===== src/rtl/button_conditioner.sv =====
// Push-button conditioner: two-flop synchroniser, debounce, press/release/long-press pulses, press counter.
// "release" is a reserved word, so the falling-edge pulse port is named release_pulse.
module button_conditioner #(
   parameter int DEBOUNCE_CYCLES = 240000,
   parameter int LONG_CYCLES     = 24000000,
   parameter int COUNT_W         = 8
) (
   input  logic               clk,
   input  logic               rst,
   input  logic               button,
   output logic               btn_level,
   output logic               press,
   output logic               release_pulse,
   output logic               long_press,
   output logic [COUNT_W-1:0] press_count
);

   localparam int DW = $clog2(DEBOUNCE_CYCLES + 1);
   localparam int HW = $clog2(LONG_CYCLES + 1);

   logic          sync_1;
   logic          sync_2;
   logic [DW-1:0] deb_cnt;
   logic [HW-1:0] hold_cnt;
   logic          flip;
   logic          rise;
   logic          fall;

   always_comb begin
      flip = 1'b0;
      rise = 1'b0;
      fall = 1'b0;
      if ((sync_2 != btn_level) && (deb_cnt == DW'(DEBOUNCE_CYCLES - 1))) begin
         flip = 1'b1;
         rise = sync_2;
         fall = ~sync_2;
      end
   end

   always_ff @(posedge clk or posedge rst) begin
      if (rst) begin
         sync_1 <= 1'b0;
         sync_2 <= 1'b0;
      end else begin
         sync_1 <= button;
         sync_2 <= sync_1;
      end
   end

   always_ff @(posedge clk or posedge rst) begin
      if (rst) begin
         deb_cnt   <= '0;
         btn_level <= 1'b0;
      end else if (sync_2 == btn_level) begin
         deb_cnt <= '0;
      end else if (flip) begin
         btn_level <= sync_2;
         deb_cnt   <= '0;
      end else begin
         deb_cnt <= deb_cnt + DW'(1);
      end
   end

   always_ff @(posedge clk or posedge rst) begin
      if (rst) begin
         press         <= 1'b0;
         release_pulse <= 1'b0;
         press_count   <= '0;
      end else begin
         press         <= rise;
         release_pulse <= fall;
         if (rise) begin
            press_count <= press_count + COUNT_W'(1);
         end
      end
   end

   // Hold counter clears on the falling edge itself, so long_press can never coincide with release.
   always_ff @(posedge clk or posedge rst) begin
      if (rst) begin
         hold_cnt   <= '0;
         long_press <= 1'b0;
      end else begin
         if (!btn_level || fall) begin
            hold_cnt <= '0;
         end else if (hold_cnt != HW'(LONG_CYCLES)) begin
            hold_cnt <= hold_cnt + HW'(1);
         end
         long_press <= btn_level && !fall && (hold_cnt == HW'(LONG_CYCLES - 1));
      end
   end

endmodule


===== config.mk =====
export PLATFORM = sky130hd
export DESIGN_NAME = button_conditioner
export DESIGN_NICKNAME = d
export VERILOG_FILES = /design/src/rtl/button_conditioner.sv
export SDC_FILE = /design/constraint.sdc
export NUM_CORES = 1
export LEC_CHECK = 0
export CORE_AREA = 2 2 68 86
export DETAILED_ROUTE_END_ITERATION = 10
export DIE_AREA = 0 0 70 88
export DONT_BUFFER_PORTS = 1
export GPL_ROUTABILITY_DRIVEN = 0
export PLACE_DENSITY = 0.71
export SYNTH_ARGS = -nofsm -noshare
export SYNTH_HDL_FRONTEND = slang
export SYNTH_SLANG_ARGS = --single-unit

===== constraint.sdc =====
create_clock -name clk -period 4.2 [get_ports clk]
set_input_delay 0.42 -clock clk [delete_from_list [all_inputs] [get_ports clk]]
set_output_delay 0.42 -clock clk [all_outputs]
set_load 0.02 [all_outputs]

# Yosys cells after proc, flatten, opt, wreduce, memory -nomap -nowiden
# Cells that the tools add are included.
word_totals:
  register_bits: 57
  latchBits: 0
  mem_bits_rw: 0
  mem_bits_ro: 0
  in_bits: 3
  word_cells: 34
  memories: 0
classes:
  add_sub_neg: 3
  n_mul: 0
  div_mod_pow: 0
  n_lt_le_gt_ge: 0
  eq_ne: 5
  n_shift: 0
  mux: 7
  bitwise: 2
  n_reduce_logical: 8
ops:
  columns: ["operator", "n"]
  rows:
  - ["25-bit 2-to-1 mux", 2]
  - ["18-bit 2-to-1 mux", 2]
  - ["25-bit by 1-bit adder with 25-bit output (second input constant)", 1]
  - ["25-bit == test (second input constant)", 1]
  - ["25-bit != test (second input constant)", 1]
  - ["18-bit by 1-bit adder with 18-bit output (second input constant)", 1]
  - ["18-bit == test (second input constant)", 1]
  - ["8-bit by 1-bit adder with 8-bit output (second input constant)", 1]
  - ["1-bit logical AND", 3]
  - ["1-bit 2-to-1 mux", 3]
  - ["1-bit logical NOT", 2]
  - ["1-bit NOT", 2]
  - ["2-bit AND reduction", 1]
  - ["2-bit nonzero test", 1]
  - ["1-bit == test", 1]
  - ["1-bit logical OR", 1]
  - ["1-bit != test", 1]

# Depth between registers and ports, before layout
depth:
  word_depth: 6
  depth_mapped: 7
  ltp_nobuf: 6

# Worst setup path before layout
# Ideal clock, no wire load.
synth_path:
  kind: "register to register"
  from: "register deb_cnt[0]"
  to: "register press_count[1]"
  arrival_ns: 1.802
  required_time_ns: 4.075
  setup_slack_ns: 2.273
  path_stages_with_launch: 8
  period_less_slack_ns: 1.927
  path_cell_list: "dfrtp_1 -> ha_1 -> and3_1 -> buf_2 -> nand3_2 -> buf_2 -> nor3_1 -> mux2_2"
synth_via:
  elab_chain_cells: 3
synth_rtl:
  columns: ["element", "line", "rtl"]
  rows:
  - ["start, declared", "23", "logic [DW-1:0] deb_cnt;"]
  - ["start signal, assigned", "60", "deb_cnt <= deb_cnt + DW'(1);"]
  - ["18-bit == test", "33", "if ((sync_2 != btn_level) && (deb_cnt == DW'(DEBOUNCE_CYCLES - 1))) begin"]
  - ["1-bit logical AND", "33", null]
  - ["1-bit 2-to-1 mux", "33", null]
  - ["end signal, assigned", "73", "press_count <= press_count + COUNT_W'(1);"]
  - ["end, declared", "15", "output logic [COUNT_W-1:0] press_count"]
# Every way passes these cells.
# A chain may end at the register's enable or synchronous reset.

# Worst setup path in the final report
layout_path:
  from: "register deb_cnt[0]"
  to: "register btn_level"
layout_via:
  elab_chain_cells: 4
layout_rtl:
  columns: ["element", "line", "rtl"]
  rows:
  - ["18-bit == test", "33", null]
  - ["1-bit logical AND", "33", null]
  - ["1-bit 2-to-1 mux", "33", null]
  - ["2-bit AND reduction (no line)", null, null]
  - ["end signal, assigned", "57", "btn_level <= sync_2;"]
  - ["end, declared", "11", "output logic btn_level,"]
# Every way passes these cells.

==> results_dict.tcl <==
set metrics [dict create \
    outcome "finished, final reports clean" \
    route.detailed.drc 0 \
    wire_per_inst_um 15.90 \
    worstReg2RegStart "deb_cnt[0]" \
    post-route-util 0.5979 \
    drt_iter0_drc 121 \
    first_global_vias 2221 \
    grt_util_met2 0.3498 \
    min_path_type "in2reg" \
    grt_max_degree 58 \
    worst_slew_pin_slew_ns 1.147 \
    synth_edf_count 0 \
    cts_buffer_depth 2 \
    gr-total-overflow 0 \
    synthFlopType "dfrtp_1" \
    maxCapViolCount 0 \
    grt_use_met3 0.05754 \
    critPathSlowestCell "o31ai_4" \
    cp-startpoint "deb_cnt[0]" \
    clkTransAtPathRegs_ns 0.06 \
    routed_wl_um 5836 \
    viasPerCell 6.114 \
    async_flop_share 1.000 \
    rr_worst_depth 5 \
    intPower_uw 836.1 \
    cts_hold_buffers 0 \
    grt_pass1_wl_um 9956 \
    dpl-instance-area_um2 3004 \
    worst-endpoint-arrival_ns 2.75 \
    worst_hold_slack_ns 0.1129 \
    irDropWorstVdd_mv 0.2213 \
    antenna_found_initial 0 \
    cts_tree "yes" \
    critPathCaptureType "flop" \
    setup_viol 0 \
    insertedDiodeCount 0 \
    period_share 0.6173 \
    final_max_slew_viol_count 0 \
    initial_utilization 0.5587 \
    skew_ns 0.008647 \
    vias 2244 \
    drive_gt1_frac 0.08911 \
    postRouteAntennaNets 0 \
    synth_seq_cells 57 \
    nNetsFinal 307 \
    slew_headroom 0.2354 \
    die_h_um 88 \
    critPathCapture "btn_level" \
    postCtsSetupRepairBufs 0 \
    io_buffers 0 \
    num_rows 30 \
    worstPathRequired_ns 4.36 \
    worstPathCellList "ha_1 -> and3_1 -> nand3_2 -> o31ai_4 -> o21ai_0" \
    rsz0062_at_grt "no" \
    fin_area_um2 3187 \
    r2r_setup_slack_ns 1.61 \
    grt.busiest_layer "met2" \
    r2r_end "btn_level" \
    area_growth_pct 7.017 \
    cts_resized 0 \
    start_kind "flop" \
    clkSinkCount 57 \
    clkPwrFrac 0.457 \
    clk_latency_ns 0.34 \
    grt_use_total 0.2064 \
    setup_tns_ns 0 \
    syn_nets 307 \
    yosys.cell_types.count 43 \
    hold_viol_final 0 \
    combPwrFrac 0.018 \
    avgSynthCellArea_um2 9.926 \
    drtPass1Iterations 4 \
    powerDensity_nw_per_um2 332.8 \
    p_switching_uw 224.5 \
    grt_use_met1 0.2507 \
    dp.cells 353 \
    ctsHtreeMaxLevel 3 \
    netSwitchingFraction 0.2117 \
    critPathKind "reg2reg" \
    hpwl_um 3815 \
    ys_seq_area_frac 0.4790 \
    max_clock_freq_ghz 0.3857 \
    cts_buffers 9 \
    cts_root_buffer "clkbuf_8" \
    core_area_um2 5330 \
    dieArea_um2 6160 \
    period_minus_slack_ns 2.593 \
    syn_inst 300 \
    critPathMaxFanout 27 \
    stdcell_count 367 \
    ioPinCount 15 \
    pwr-share-seq 0.524 \
    p_leak_uw 0.001280 \
    synthesis.area_um2 2978 \
    yosysWarningCount 0 \
    cp_slowest_stage_delay_ns 1.03 \
    fp.dieW_um 70 \
]
cell type report:
cell class                      count  area, um^2
Tap cell                           64       80.08
Clock inverter                      4       45.04
Timing Repair Buffer                1       7.507
Inverter                            5       18.77
Clock buffer                       10       137.6
Multi-Input combinational cell    226        1471
Fill cell                         473        2143
Sequential cell                    57        1426
cell usage in the layout, fill, tap and decap left out, types with 3 or more instances in the layout:
master and count:
a21oi_1 14, and2_1 4, and3_1 6, and4_1 5, clkbuf_8 10, clkinv_2 3
dfrtp_1 57, ha_1 4, inv_1 4, nand2_1 19, nand3_1 18, nand4_1 17
nor2_1 31, nor3_1 13, nor4_1 8, o21ai_0 8, o31ai_1 8, or3_1 5
or4_1 7, xnor2_1 11, xor2_1 22
power groups by stage:
stage	combinational, uW	clock, uW	sequential [uW]
after global placement	20.2	0	566
after floorplan	15.1	0	565
after CTS	20.5	502	556
final	19.5	485	556
after global routing	23.6	521	556
after detailed placement	20.5	0	566
critical path, delay by kind of cell, from the launching register on:
kind	cells	cell delay, ns
flops	1	0.38
simple gates	2	0.58
compound gates	2	1.23
fa+ha+maj	1	0.21
state kept, by name, indices dropped and copies added, names as in the netlist:
| signal | count |
|---|---|
| long_press | 1 |
| press_count | 8 |
| press | 1 |
| release_pulse | 1 |
| deb_cnt | 18 |
| btn_level | 1 |
| hold_cnt | 25 |
| sync_2 | 1 |
| sync_1 | 1 |
worst min path at each step:
| stage | startpoint | endpoint | cells after the start | slack [ns] |
|---|---|---|---|---|
| 6_report | button | sync_1 | 0 | 0.11 |
| 3_5_place_dp | sync_1 | sync_2 | 0 | 0.35 |
| 3_3_place_gp | sync_1 | sync_2 | 0 | 0.34 |
| 5_1_grt | button | sync_1 | 0 | 0.09 |
| 4_1_cts | button | sync_1 | 0 | 0.1 |
| 2_1_floorplan | sync_1 | sync_2 | 0 | 0.33 |
Yosys cell counts (6+ instances only):
cell,n,area share
xor2_1,22,0.065
o21ai_0,8,0.013
nor2_1,31,0.039
xnor2_1,11,0.032
nor4_1,8,0.017
buf_2,7,0.012
nor3_1,13,0.022
dfrtp_1,57,0.48
o31ai_1,8,0.020
or4_1,7,0.018
nand2_1,19,0.024
nand3_1,18,0.030
a21oi_1,14,0.024
and3_1,6,0.013
nand4_1,17,0.036
metal layers:
layer / vias up / part of all wire
li1: 1097 / -
met1: 1111 / 0.45
met2: 30 / 0.51
met3: 6 / 0.031
met4: 0 / 0.0099
met5: - / 0
through the flow:
stage	power [uW]	worst slack [ns]
3_3_place_gp	585.8	1.691
2_1_floorplan	580.3	2.273
3_5_place_dp	586.3	1.605
5_1_grt	1101	1.360
6_report	1061	1.607
4_1_cts	1078	1.600
cell families (layout without fill, tap and decap cells):
logic type	after synthesis	in the layout	share of synthesized area
AND/OR/NAND/NOR	155	155	0.3067
flip-flops	57	57	0.4790
AO/OA/AOI/OAI	33	33	0.06975
XOR/XNOR	33	33	0.09706
buffers and inverters	17	20	0.02689
adder cells (fa/ha/maj)	4	4	0.01681
multiplexers	1	1	0.003781
Power figures use the tool's default switching activity.
